==> src/rtl/timeout_scheduler_pkg.sv <==
// Shared types and default constants for the timeout scheduler.
// FSM state encoding plus the parameter defaults used by top and prescaler.
package timeout_scheduler_pkg;

  typedef enum logic [1:0] {
    ST_IDLE  = 2'd0,
    ST_COUNT = 2'd1,
    ST_DONE  = 2'd2
  } state_t;

  localparam int CLK_PER_TICK_DEF = 100000;
  localparam int DUR_W_DEF        = 6;
  localparam int N_REQ_DEF        = 4;

endpackage

==> src/rtl/timeout_scheduler_if.sv <==
// Request/grant bundle between requesters and the shared timeout scheduler.
// master = requester side (drives req/dur), slave = scheduler side.
interface timeout_scheduler_if #(
  parameter int N_REQ = 4,
  parameter int DUR_W = 6
);

  logic [N_REQ-1:0]       req;
  logic [N_REQ*DUR_W-1:0] dur;
  logic [N_REQ-1:0]       gnt;
  logic [N_REQ-1:0]       done;
  logic                   busy;

  modport master (
    output req,
    output dur,
    input  gnt,
    input  done,
    input  busy
  );

  modport slave (
    input  req,
    input  dur,
    output gnt,
    output done,
    output busy
  );

endinterface

==> src/rtl/timeout_scheduler_tick_prescaler.sv <==
// Free-running divider: tick is high on the cycle the count wraps at CLK_PER_TICK-1.
// Latency: first tick CLK_PER_TICK cycles after clr; backpressure: none, en simply freezes the count.
module tick_prescaler
  import timeout_scheduler_pkg::*;
#(
  parameter int CLK_PER_TICK = CLK_PER_TICK_DEF
) (
  input  logic clk,
  input  logic reset,
  input  logic clr,
  input  logic en,
  output logic tick
);

  localparam int              CNT_W = $clog2(CLK_PER_TICK);
  localparam logic [CNT_W-1:0] WRAP = CNT_W'(CLK_PER_TICK - 1);

  logic [CNT_W-1:0] r_cnt;

  assign tick = en && (r_cnt == WRAP);

  always_ff @(posedge clk) begin
    if (reset) begin
      r_cnt <= '0;
    end else if (clr) begin
      r_cnt <= '0;
    end else if (en) begin
      r_cnt <= tick ? '0 : r_cnt + CNT_W'(1);
    end
  end

endmodule

==> src/rtl/timeout_scheduler.sv <==
// Round-robin shared timer: grants one requester, counts dur ticks, pulses done.
// Latency: gnt 1 cycle after req, done dur*CLK_PER_TICK cycles after grant; backpressure: losers hold req level.
module timeout_scheduler
  import timeout_scheduler_pkg::*;
#(
  parameter int CLK_PER_TICK = CLK_PER_TICK_DEF,
  parameter int N_REQ        = N_REQ_DEF,
  parameter int DUR_W        = DUR_W_DEF
) (
  input  logic               clk,
  input  logic               reset,
  timeout_scheduler_if.slave tmr
);

  localparam int               IDX_W    = (N_REQ > 1) ? $clog2(N_REQ) : 1;
  localparam logic [IDX_W-1:0] LAST_RST = IDX_W'(N_REQ - 1);

  state_t           r_state;
  state_t           w_state_nxt;
  logic [N_REQ-1:0] r_gnt;
  logic [N_REQ-1:0] w_gnt_nxt;
  logic [N_REQ-1:0] r_done;
  logic [N_REQ-1:0] w_done_nxt;
  logic [DUR_W-1:0] r_cnt;
  logic [DUR_W-1:0] w_cnt_nxt;
  logic [IDX_W-1:0] r_last;
  logic [IDX_W-1:0] w_last_nxt;

  logic [IDX_W-1:0] w_idx;
  logic [IDX_W-1:0] w_win;
  logic             w_win_vld;
  logic [DUR_W-1:0] w_win_dur;
  logic             w_grant;
  logic             w_presc_en;
  logic             w_tick;

  // Walk offsets from far to near so the requester just after r_last wins.
  always_comb begin
    w_idx     = r_last;
    w_win     = r_last;
    w_win_vld = 1'b0;
    for (int k = N_REQ; k >= 1; k--) begin
      w_idx = IDX_W'((int'(r_last) + k) % N_REQ);
      if (tmr.req[w_idx]) begin
        w_win     = w_idx;
        w_win_vld = 1'b1;
      end
    end
  end

  assign w_win_dur  = tmr.dur[int'(w_win)*DUR_W +: DUR_W];
  assign w_grant    = (r_state == ST_IDLE) && w_win_vld;
  assign w_presc_en = (r_state == ST_COUNT);

  tick_prescaler #(
    .CLK_PER_TICK (CLK_PER_TICK)
  ) u_tick_prescaler (
    .clk   (clk),
    .reset (reset),
    .clr   (w_grant),
    .en    (w_presc_en),
    .tick  (w_tick)
  );

  always_comb begin
    w_state_nxt = r_state;
    w_gnt_nxt   = r_gnt;
    w_done_nxt  = '0;
    w_cnt_nxt   = r_cnt;
    w_last_nxt  = r_last;
    unique case (r_state)
      ST_IDLE: begin
        if (w_win_vld) begin
          w_last_nxt = w_win;
          if (w_win_dur != '0) begin
            w_state_nxt = ST_COUNT;
            w_gnt_nxt   = N_REQ'(1) << w_win;
            w_cnt_nxt   = w_win_dur;
          end else begin
            w_state_nxt = ST_DONE;
            w_gnt_nxt   = '0;
            w_done_nxt  = N_REQ'(1) << w_win;
          end
        end
      end
      ST_COUNT: begin
        // A dropped request beats a coincident final tick: no done pulse.
        if (!tmr.req[r_last]) begin
          w_state_nxt = ST_IDLE;
          w_gnt_nxt   = '0;
        end else if (w_tick) begin
          if (r_cnt == DUR_W'(1)) begin
            w_state_nxt = ST_DONE;
            w_gnt_nxt   = '0;
            w_done_nxt  = N_REQ'(1) << r_last;
          end else begin
            w_cnt_nxt = r_cnt - DUR_W'(1);
          end
        end
      end
      ST_DONE: begin
        w_state_nxt = ST_IDLE;
        w_gnt_nxt   = '0;
      end
      default: begin
        w_state_nxt = ST_IDLE;
        w_gnt_nxt   = '0;
      end
    endcase
  end

  always_ff @(posedge clk) begin
    if (reset) begin
      r_state <= ST_IDLE;
      r_gnt   <= '0;
      r_done  <= '0;
      r_cnt   <= '0;
      r_last  <= LAST_RST;
    end else begin
      r_state <= w_state_nxt;
      r_gnt   <= w_gnt_nxt;
      r_done  <= w_done_nxt;
      r_cnt   <= w_cnt_nxt;
      r_last  <= w_last_nxt;
    end
  end

  assign tmr.gnt  = r_gnt;
  assign tmr.done = r_done;
  assign tmr.busy = (r_state != ST_IDLE);

endmodule

==> src/flat_wrapper.sv <==
// flat-port wrapper written by rule: the top's interface ports become plain ports
module timeout_scheduler_flat import timeout_scheduler_pkg::*;
#(
  parameter int CLK_PER_TICK = CLK_PER_TICK_DEF,
  parameter int N_REQ        = N_REQ_DEF,
  parameter int DUR_W        = DUR_W_DEF
)
  (clk, reset, tmr_req, tmr_dur, tmr_gnt, tmr_done, tmr_busy);
  timeout_scheduler_if #(.N_REQ(N_REQ), .DUR_W(DUR_W)) tmr_i ();
  input  logic clk;
  input  logic reset;
  input wire logic [$bits(tmr_i.req)-1:0] tmr_req;
  input wire logic [$bits(tmr_i.dur)-1:0] tmr_dur;
  output wire logic [$bits(tmr_i.gnt)-1:0] tmr_gnt;
  output wire logic [$bits(tmr_i.done)-1:0] tmr_done;
  output wire logic [$bits(tmr_i.busy)-1:0] tmr_busy;
  assign tmr_i.req = tmr_req;
  assign tmr_i.dur = tmr_dur;
  assign tmr_gnt = tmr_i.gnt;
  assign tmr_done = tmr_i.done;
  assign tmr_busy = tmr_i.busy;
  timeout_scheduler #(.CLK_PER_TICK(CLK_PER_TICK), .N_REQ(N_REQ), .DUR_W(DUR_W)) u_core (.clk(clk), .reset(reset), .tmr(tmr_i));
endmodule
==> config.mk <==
export PLATFORM = sky130hd
export DESIGN_NAME = timeout_scheduler_flat
export DESIGN_NICKNAME = d
export VERILOG_FILES = /design/src/rtl/timeout_scheduler_pkg.sv /design/src/rtl/timeout_scheduler_if.sv /design/src/rtl/timeout_scheduler_tick_prescaler.sv /design/src/rtl/timeout_scheduler.sv /design/src/flat_wrapper.sv
export SDC_FILE = /design/constraint.sdc
export NUM_CORES = 1
export LEC_CHECK = 0
export ABC_AREA = 1
export BUFFER_PORTS_ARGS = -buffer_cell sky130_fd_sc_hd__buf_2
export CAP_MARGIN = 15
export CORE_MARGIN = 5
export CORE_UTILIZATION = 40
export CTS_CLUSTER_SIZE = 25
export DETAILED_ROUTE_END_ITERATION = 10
export HOLD_SLACK_MARGIN = 0.08
export SLEW_MARGIN = 20
export SYNTH_ARGS = -nofsm -noshare
export SYNTH_HDL_FRONTEND = slang
export SYNTH_SLANG_ARGS = --single-unit
==> constraint.sdc <==
create_clock -name clk -period 4.46 [get_ports clk]
set_input_delay 0.892 -clock clk [delete_from_list [all_inputs] [get_ports clk]]
set_output_delay 0.892 -clock clk [all_outputs]
set_load 0.005 [all_outputs]
[Yosys cells after proc, flatten, opt, wreduce, memory -nomap -nowiden]
Index checks and enable logic that the tools add are counted.
Widths: inputs -> output; s select.
Word-level totals
  output and inout bits: 9
  flip-flop bits (word level): 35
  input bits: 30
  word-level logic and storage cells: 84
Operators by class
  mux-type cells: 43
  equal/unequal tests: 10
  reductions and logical operators: 10
  shift-type cells: 3
  add/sub/neg operators: 6
  multiply operators: 1
  order comparisons: 5
Operator list (number)
  $mux 4: 10
  $shiftx 24x32->6: 1
  $mux 6: 5
  $mux 2: 9
  $add 17x1->17 const B: 1
  $eq 17x17->1 const B: 1
  $mux 17: 1
  $pmux 4 s2: 2
  $lt 2x3->1 const B: 5
  $pmux 6 s2: 1
  $bmux 1 s2: 5
  $mux 1: 9
  $shl 1x2->4 const A: 2
  $eq 6x1->1 const B: 1
  $ne 2x1->1 const B: 3
  $ne 3x3->1 const B: 2
  $reduce_and 6->1: 1
  $reduce_bool 6->1: 1
  $sub 6x1->6 const B: 1
  $add 2x1->2 const B: 2
  $add 2x2->2 const B: 2
  $mul 2x2->4 const B: 1
  $ne 2x2->1 const B: 2
  $pmux 2 s2: 1
  7 further kinds: 9

[Longest topological paths before layout]
Gate-level depths: netlist of run 1.
  word-level depth: 13
  mapped depth: 20
  gate-level depth less buffers: 19

[Cells and area by module]
Synthesis of run 1 repeated with hierarchy kept, for this count alone.
Unflattened totals
  cells, all modules: 394
  area, all modules: 2561.2 um^2
Modules (own cells, without submodules)
  timeout_scheduler: area an instance 1619.1 um^2, times used 1, cells an instance 258, seq. area each 360.3 um^2
  tick_prescaler: area an instance 942.2 um^2, times used 1, cells an instance 136, seq. area each 340.3 um^2

[Worst setup path before layout of run 1]
No wires, ideal clock.
  path kind: in2reg
  start point: input tmr_req[1]
  end point: register u_core.r_cnt[4]
  cell stages on the path: 17
  buffers on the path: 0
  path slack: 2028 ps
  arrival: 2320 ps
  required time: 4347 ps
  setup time: 113 ps
  path through: inv_2 o21ai_1 nand2_1 nand2_2 nand2_4 nand3_2 nand2_4 nand2_1 nand2_1 nand2_1 nand2_1 nor2_1 nand4_4 nand2_2 nand2_1 nand2_1 nor2_1
Between the ends
  word-level cells in the longest chain between the ends: 11
  elaborated cells on any way between the ends: 28
  classes of those cells: mul: 1; eq/ne: 3; shift: 1; mux: 21; reduce/logical: 2
Ends and longest elaborated chain
  start, declared: RTL line flat_wrapper.sv:12  | input wire logic [$bits(tmr_i.req)-1:0] tmr_req;
  $bmux 1 s2: RTL line timeout_scheduler.sv:44  | if (tmr.req[w_idx]) begin
  $mux 1 (not written as such): RTL line timeout_scheduler.sv:44
  $mux 2 (4 in a row): RTL line timeout_scheduler.sv:44
  $mul 2x2->4: RTL line timeout_scheduler.sv:51  | assign w_win_dur = tmr.dur[int'(w_win)*DUR_W +: DUR_W];
  $shiftx 24x32->6: RTL line timeout_scheduler.sv:51
  $reduce_bool 6->1 / $mux 6 (equally long branches): RTL line timeout_scheduler.sv:75  | if (w_win_dur != '0) begin
  $ne 2x2->1 (no line) / $mux 6 (equally long branches)
  $reduce_and 6->1 (no line) / $pmux 6 s2 (equally long branches)
  end signal, assigned: RTL line timeout_scheduler.sv:123  | r_cnt <= w_cnt_nxt;
  end, declared: RTL line timeout_scheduler.sv:24  | logic [DUR_W-1:0] r_cnt;
Several ways; a longest one is shown, not always the timed one. The select of a mux whose other input is x is not followed.
A chain may end at the register's enable or synchronous reset.

[Worst setup path after layout of run 1]
  start point: register u_core.r_last[0]
  end point: register u_core.r_cnt[4]
Between the ends
  word-level cells in the longest chain between the ends: 12
  elaborated cells on any way between the ends: 32
  classes of those cells: add/sub: 4; mul: 1; eq/ne: 3; shift: 1; mux: 21; reduce/logical: 2
Ends and longest elaborated chain
  start, declared: RTL line timeout_scheduler.sv:26  | logic [IDX_W-1:0] r_last;
  start signal, assigned: RTL line timeout_scheduler.sv:124  | r_last <= w_last_nxt;
  $add 2x1->2: RTL line timeout_scheduler.sv:43  | w_idx = IDX_W'((int'(r_last) + k) % N_REQ);
  $bmux 1 s2: RTL line timeout_scheduler.sv:44
  $mux 1 (not written as such): RTL line timeout_scheduler.sv:44
  $mux 2 (4 in a row): RTL line timeout_scheduler.sv:44
  $mul 2x2->4: RTL line timeout_scheduler.sv:51
  $shiftx 24x32->6: RTL line timeout_scheduler.sv:51
  $reduce_bool 6->1 / $mux 6 (equally long branches): RTL line timeout_scheduler.sv:75
  $ne 2x2->1 (no line) / $mux 6 (equally long branches)
  $reduce_and 6->1 (no line) / $pmux 6 s2 (equally long branches)
Several ways; a longest one is shown, not always the timed one. The select of a mux whose other input is x is not followed.

==> results.md, run 1 <==
- Overflow after GRT: 0
- Share of power burned in registers: 0.220
- First-pass GRT wire length: 9780 um
- Latest clock arrival within the worst-skew pair: 300 ps
- Via count: 2364
- Total power draw: 1.88 mW
- FMAX: 0.354 GHz
- PostCTS Resize Cnt: 0
- Setup CP Type: flip-flop to flip-flop
- RSZ-0062 raised after global routing: false
- Worst path bufs/invs: 2
- Final Max Tran Viols: 0
- Critical Path Slowest Stage Cell: dfxtp_1
- Post-synthesis sequential area ratio: 0.299
- CP Launch Point: u_core.r_last[0]
- Row count: 27
- Yosys cell types: 36
- Worst R2R Setup Slack: about 1600 ps
- Worst Hold Slack: 473 ps
- Num ports: 39
- Sum Neg Setup Slack: 0 ps
- Clock Skew: 11.3 ps
- Crit share post-route: 0.633
- Starting Density: 0.418
- Post-synth EDFFs: 0
- Synthesized cell area: 2340 um^2
- Worst Hold Path EP: u_core.tmr.gnt[3]
- Kind of cell adding the most delay to the critical path: simple AND/OR/NAND/NOR gates
- Comb pwr share: 0.621
- Min Tclk post-route: between 2000 and 3000 ps
- Post-synth ARST share: 0
- LEAKAGE: 1.26 nW
- Post-route DRC: 0
- Die Span X: between 80 and 90 um
- Reg2reg path depth: 17
- Vias in the first global route: roughly 2200
- Post-CTS Setup Bufs: 0
- Synth Instances: 358
- Final GP Congestion: slightly above 0.8
- Die ar.: 7490 um^2
- Layout Cells excl Fill: between 400 and 500
- Largest net degree at the start of global routing: 19
- H-tree depth: 2
- DRT Wirelength: 5580 um
- Crit path launch type: flip-flop
- Cts hold-fix bufs: 0
- Worst-path clk slew: around 80 ps
- Routed len/inst: 11.8 um
- Number of buffers created by CTS: 5
- ANT cells: 0
- Worst path max stage delay: 620 ps
- Nets: 436
- Share of cells above drive strength 1: 0.210
- Hold Startpoint: u_core.tmr.gnt[3]
- # placed instances: 464
- Tot GR Track Use: 0.162
- Final setup fails: 0
- Crit Reg-Reg Endpoint: u_core.r_cnt[4]
- Synthesized net count: 395
- Status: finished clean
- Crit path DAT: roughly 3000 ps
- DR iter-0 viols: 110
- Yosys warns: 0
- Worst setup EP type: flip-flop
- Internal: approximately 0.92 mW
- Mean Syn Cell Area: 6.55 um^2
- Worst hold stages: 2
- TritonCTS clock tree: done
- CP cell instances: inv_6, ha_1, inv_1, nand3_1, nand2_2, o21ai_1, nand2_1, nand2_1, nand2_2, nand2_1, nand2_1, nor2_1, nand4_4, nand2_2, nand2_1, nand2_1, nor2_1
- 1st-pass router iterations: 4
- Final hold violation count: 0
- DPL Wire Length: 4410 um
- Max IR drop VDD: 0.299 mV
- Synth area leaders: dfxtp_1, nand2_1, nor2_1
- Worst hold path type: flip-flop to flip-flop
- Maxcap violations: 0
- CP most frequent cell: nand2_1
- Worst-path fanout max: 10
- Worst slew pin tran: 677 ps
- WP data required: 4650 ps
- Yosys reg bits: 35
- Clock power frac: 0.159
- Antenna viol nets, final: 0
- Power Density: 691 nW/um^2
- FF-to-FF Start: u_core.r_last[0]
- Yosys top cell area share: 0.299
- Core ar.: 5610 um^2
- Vias per cell: about 5
- Net Sw Frac: 0.509
- Max transition margin: 0.547
- Deepest clock path buffer count: 2
- IO buf count: 38
- Initial antenna violation count: 0
- Area grow syn2layout: 16.0%
- Synth Flop Type: dfxtp_1
- Die Ht: 86.6 um
- Leading area contributor after synthesis: dfxtp_1
- Root buf cell: clkbuf_8
- Sw Pwr: around 0.96 mW
- CTS sink cnt: 35
## worst reg2reg max path: stages (launching register included)
cell,delay [ps]
dfxtp_1,620
inv_6,110
ha_1,360
inv_1,60
nand3_1,100
nand2_2,90
o21ai_1,140
nand2_1,110
nand2_1,90
nand2_2,120
nand2_1,100
nand2_1,80
nor2_1,230
nand4_4,210
nand2_2,150
nand2_1,60
nand2_1,50
nor2_1,40
## synthesized netlist by cell type (all sizes together) (4+ instances only)
master	instances
nor3	8
nor4	4
nor2	52
nand4	11
nand2	116
nand3	31
xor2	4
o21ai	8
xnor2	5
inv	34
a31oi	4
ha	7
a21oi	22
dfxtp	35
## cells in the final DEF, fill, tap and decap left out, types with 2 or more instances in the layout
cell type	netlist	final
xor2_1	4	4
xnor2_1	5	5
buf_2	0	38
nand4_1	10	10
nor3b_1	3	3
nand2_2	11	11
nor3_1	8	8
nand2_4	4	4
inv_2	7	7
ha_1	7	7
nand3_1	26	26
a31oi_1	4	4
a21oi_1	22	22
clkbuf_8	0	5
inv_6	1	2
nand2_1	101	101
nor2_2	3	3
nor4_1	4	4
or2_2	2	2
inv_1	26	26
nand3_2	5	5
o21ai_0	4	4
nor2_1	48	48
dfxtp_1	35	35
a22oi_1	2	2
o21ai_1	3	3
## sequential cells by signal, summed over array words and instances, names as in the netlist
| register | flops |
|---|---|
| u_core.r_cnt | 6 |
| u_core.r_last | 2 |
| u_core.r_state | 2 |
| u_core.tmr.done | 4 |
| u_core.tmr.gnt | 4 |
| u_core.u_tick_prescaler.r_cnt | 17 |
## power by group through the flow
stage / clock network, mW / registers [mW] / logic [mW]
finish: 0.299 / 0.413 / 1.17
global route: 0.320 / 0.423 / 1.33
CTS: 0.308 / 0.413 / 1.17
detailed placement: 0 / 0.420 / 1.17
global placement: 0 / 0.421 / 1.16
floorplan: 0 / 0.405 / 0.946
## final cells by class
class	instances	area (um^2)
clock inverters	3	47.5
multi-input cells	284	1490
repair buffers	38	190
fillers	611	2890
well taps	72	90.1
flip-flops and latches	35	701
inverters	35	136
clock buffers	5	68.8
## layer usage
| layer | track usage | vias to the layer above | wire length, um |
|---|---|---|---|
| met1 | 0.219 | 1067 | 2800 |
| met3 | 0.0342 | 8 | 207 |
| met5 | 0 | - | 0 |
| li1 | - | 1255 | - |
| met4 | 0.0552 | 0 | 85 |
| met2 | 0.255 | 34 | 2490 |
## through the flow
step / instance area [um^2] / worst slack, ps / utilization
floorplan: 2340 / 2030 / -
global placement: 2600 / 1640 / 0.464
detailed placement: 2600 / 1610 / 0.464
CTS: 2720 / 1610 / 0.485
global route: 2720 / 1330 / 0.485
finish: 2720 / 1640 / 0.485
## cells by family after synthesis
family / Yosys count / share of synthesized area
XOR/XNOR: 9 / 0.0336
AO/OA/AOI/OAI: 38 / 0.0939
buffers and inverters: 39 / 0.0678
flip-flops: 35 / 0.299
AND/OR/NAND/NOR: 230 / 0.469
adder cells (fa/ha/maj): 7 / 0.0374
## worst max-delay path by stage
stage / end / slack (ps) / cells after the start
global placement: u_core.r_cnt[5] / 1640 / 17
floorplan: u_core.r_cnt[4] / 2030 / 17
detailed placement: u_core.r_cnt[4] / 1610 / 17
CTS: u_core.r_cnt[4] / 1610 / 17
finish: u_core.r_cnt[4] / 1640 / 17
global route: u_core.r_cnt[5] / 1330 / 17
(Power assumes the default switching activity.)
==> inputs of run 2 (changes only) <==
==> constraint.sdc (replaced) <==
create_clock -name clk -period 2.79 [get_ports clk]
set_input_delay 0.558 -clock clk [delete_from_list [all_inputs] [get_ports clk]]
set_output_delay 0.558 -clock clk [all_outputs]
set_load 0.005 [all_outputs]
==> run 2 against run 1 <==
  * Critical path depth rose by 1
  * Via count decreased by 0.97%
  * Sequential share of layout area hardly changed
  * Non-clock buffer count grew 5
  * Combinational power increased by 65%
  * First-iteration DRC count grew 14%
  * Register-to-register slack worse by 1400 ps
  * Global-route usage fell by 0.37 points
  * Flip-flop and latch count is the same
  * Worst hold slack got worse by 4.0 ps
  * Clock-buffer cell count unchanged
  * Routed wire length is 2.9% higher
  * Critical path type unchanged
==> results.md, run 2 (synthesis results as in run 1) <==
- Status: finished clean
- Final Max Tran Viols: 0
- Min Tclk post-route: 2510 ps
- ANT cells: 0
- Max IR drop VDD: 0.535 mV
- Worst hold stages: 2
- Nets: 441
- RSZ-0062 raised after global routing: false
- Sum Neg Setup Slack: 0 ps
- FF-to-FF Start: u_core.r_last[0]
- Initial antenna violation count: 0
- Cts hold-fix bufs: 0
- Vias in the first global route: 2183
- FMAX: 0.398 GHz
- Post-route DRC: 0
- Largest regs: u_core.u_tick_prescaler.r_cnt (17), u_core.r_cnt (6)
- Core ar.: 5610 um^2
- Crit path DAT: 2690 ps
- Via count: 2341
- Worst R2R Setup Slack: 280 ps
- Worst slew pin tran: 497 ps
- Tot GR Track Use: 0.158
- Crit share post-route: 0.900
- Number of buffers created by CTS: 5
- TritonCTS clock tree: done
- CTS sink cnt: 35
- Commonest non-fill, non-tap cell in the layout: nand2_1
- DR iter-0 viols: 125
- Die Ht: 86.6 um
- Worst setup EP type: flip-flop
- Hold Startpoint: u_core.tmr.gnt[3]
- Layout Cells excl Fill: 477
- Die Span X: 86.6 um
- Reg2reg path depth: 18
- IO buf count: 38
- Power Density: approximately 1100 nW/um^2
- Row count: 27
- Deepest clock path buffer count: 2
- H-tree depth: 2
- Worst-path fanout max: 10
- LEAKAGE: 1.27 nW
- Final setup fails: 0
- DPL Wire Length: roughly 4500 um
- Largest net degree at the start of global routing: 13
- Max transition margin: 0.666
- Antenna viol nets, final: 0
- Worst Hold Path EP: u_core.tmr.gnt[3]
- Final GP Congestion: 0.818
- Latest clock arrival within the worst-skew pair: 280 ps
- WP data required: 2970 ps
- Crit Reg-Reg Endpoint: u_core.r_cnt[4]
- Area grow syn2layout: 16.2%
- DRT Wirelength: around 5700 um
- Maxcap violations: 0
- Worst hold path type: flip-flop to flip-flop
- Vias per cell: ~4.9
- Share of cells above drive strength 1: 0.222
- Starting Density: 0.418
- First-pass GRT wire length: 9790 um
- Reg with most FFs: u_core.u_tick_prescaler.r_cnt
- # placed instances: 468
- Routed len/inst: 12.0 um
- Crit path launch type: flip-flop
- 1st-pass router iterations: 4
- Root buf cell: clkbuf_8
- Overflow after GRT: 0
- Largest register FFs: 17
- Clock Skew: 3.49 ps
- Worst-path clk slew: 70 ps
- Num ports: 39
- Filler Cells Inserted: 590
- Final hold violation count: 0
- Setup CP Type: flip-flop to flip-flop
- Die ar.: between 7000 and 8000 um^2
- Commonest cells after routing, fill and taps aside: nand2_1, nor2_1, buf_2
run 2: how the worst max path moves through the flow:
stage | from | cells past startpoint | end | slack [ps]
6_report | u_core.r_last[0] | 18 | u_core.r_cnt[4] | 280
5_1_grt | u_core.r_last[1] | 19 | u_core.r_cnt[5] | 30
4_1_cts | u_core.r_last[1] | 19 | u_core.r_cnt[4] | 210
3_5_place_dp | u_core.r_last[1] | 19 | u_core.r_cnt[4] | 220
3_3_place_gp | u_core.r_last[1] | 18 | u_core.r_cnt[4] | 260
2_1_floorplan | u_core.r_last[0] | 19 | u_core.r_cnt[4] | 450
run 2: cell type report:
cell class | count | area (um^2) | share of cell area
clock buffers | 5 | 68.8 | 0.0253
multi-input cells | 284 | 1490 | 0.545
flip-flops and latches | 35 | 702 | 0.258
clock inverters | 3 | 15.0 | 0.00551
inverters | 35 | 136 | 0.0500
repair buffers | 43 | 228 | 0.0836
well taps | 72 | 90.1 | 0.0331
run 2: critical path, stage by stage, from the launching register on:
cell and delay [ps]:
dfxtp_1 410, inv_6 80, ha_1 340, inv_1 80
nand3_1 90, nand2_2 120, nand2_4 80, nand3_2 150
nand2_4 120, nand2_1 70, nand2_1 50, nand2_1 50
nand2_1 70, nor2_1 210, nand4_4 210, nand2_2 140
nand2_1 50, nand2_1 50, nor2_1 40
run 2: layer usage:
layer	global-route usage	routed length, um	up-vias
met2	0.248	2520	41
met1	0.227	2980	1035
met4	0.0198	34	0
met3	0.0361	206	6
li1	-	-	1259
met5	0	0	-
run 2: where the power goes:
part           internal, mW  total [mW]  switching [mW]
Combinational         0.659        1.93            1.27
Clock                 0.171       0.355           0.184
Sequential            0.588       0.649          0.0611
run 2: timing repair:
| item | CTS | global route |
|---|---|---|
| gates resized for setup | 0 | 1 |
| setup buffers | 0 | 1 |
| setup endpoints to repair | 0 | 12 |
run 2: metrics by stage:
step	util	instance area (um^2)	total power [mW]	setup slack, ps	hold slack (ps)
final	0.486	2730	2.93	278	469
after global routing	0.486	2730	3.22	26.2	489
after CTS	0.484	2720	2.93	205	471
after detailed placement	0.469	2630	2.57	221	459
after global placement	0.469	2630	2.56	257	460
after floorplan	-	2340	2.16	451	458
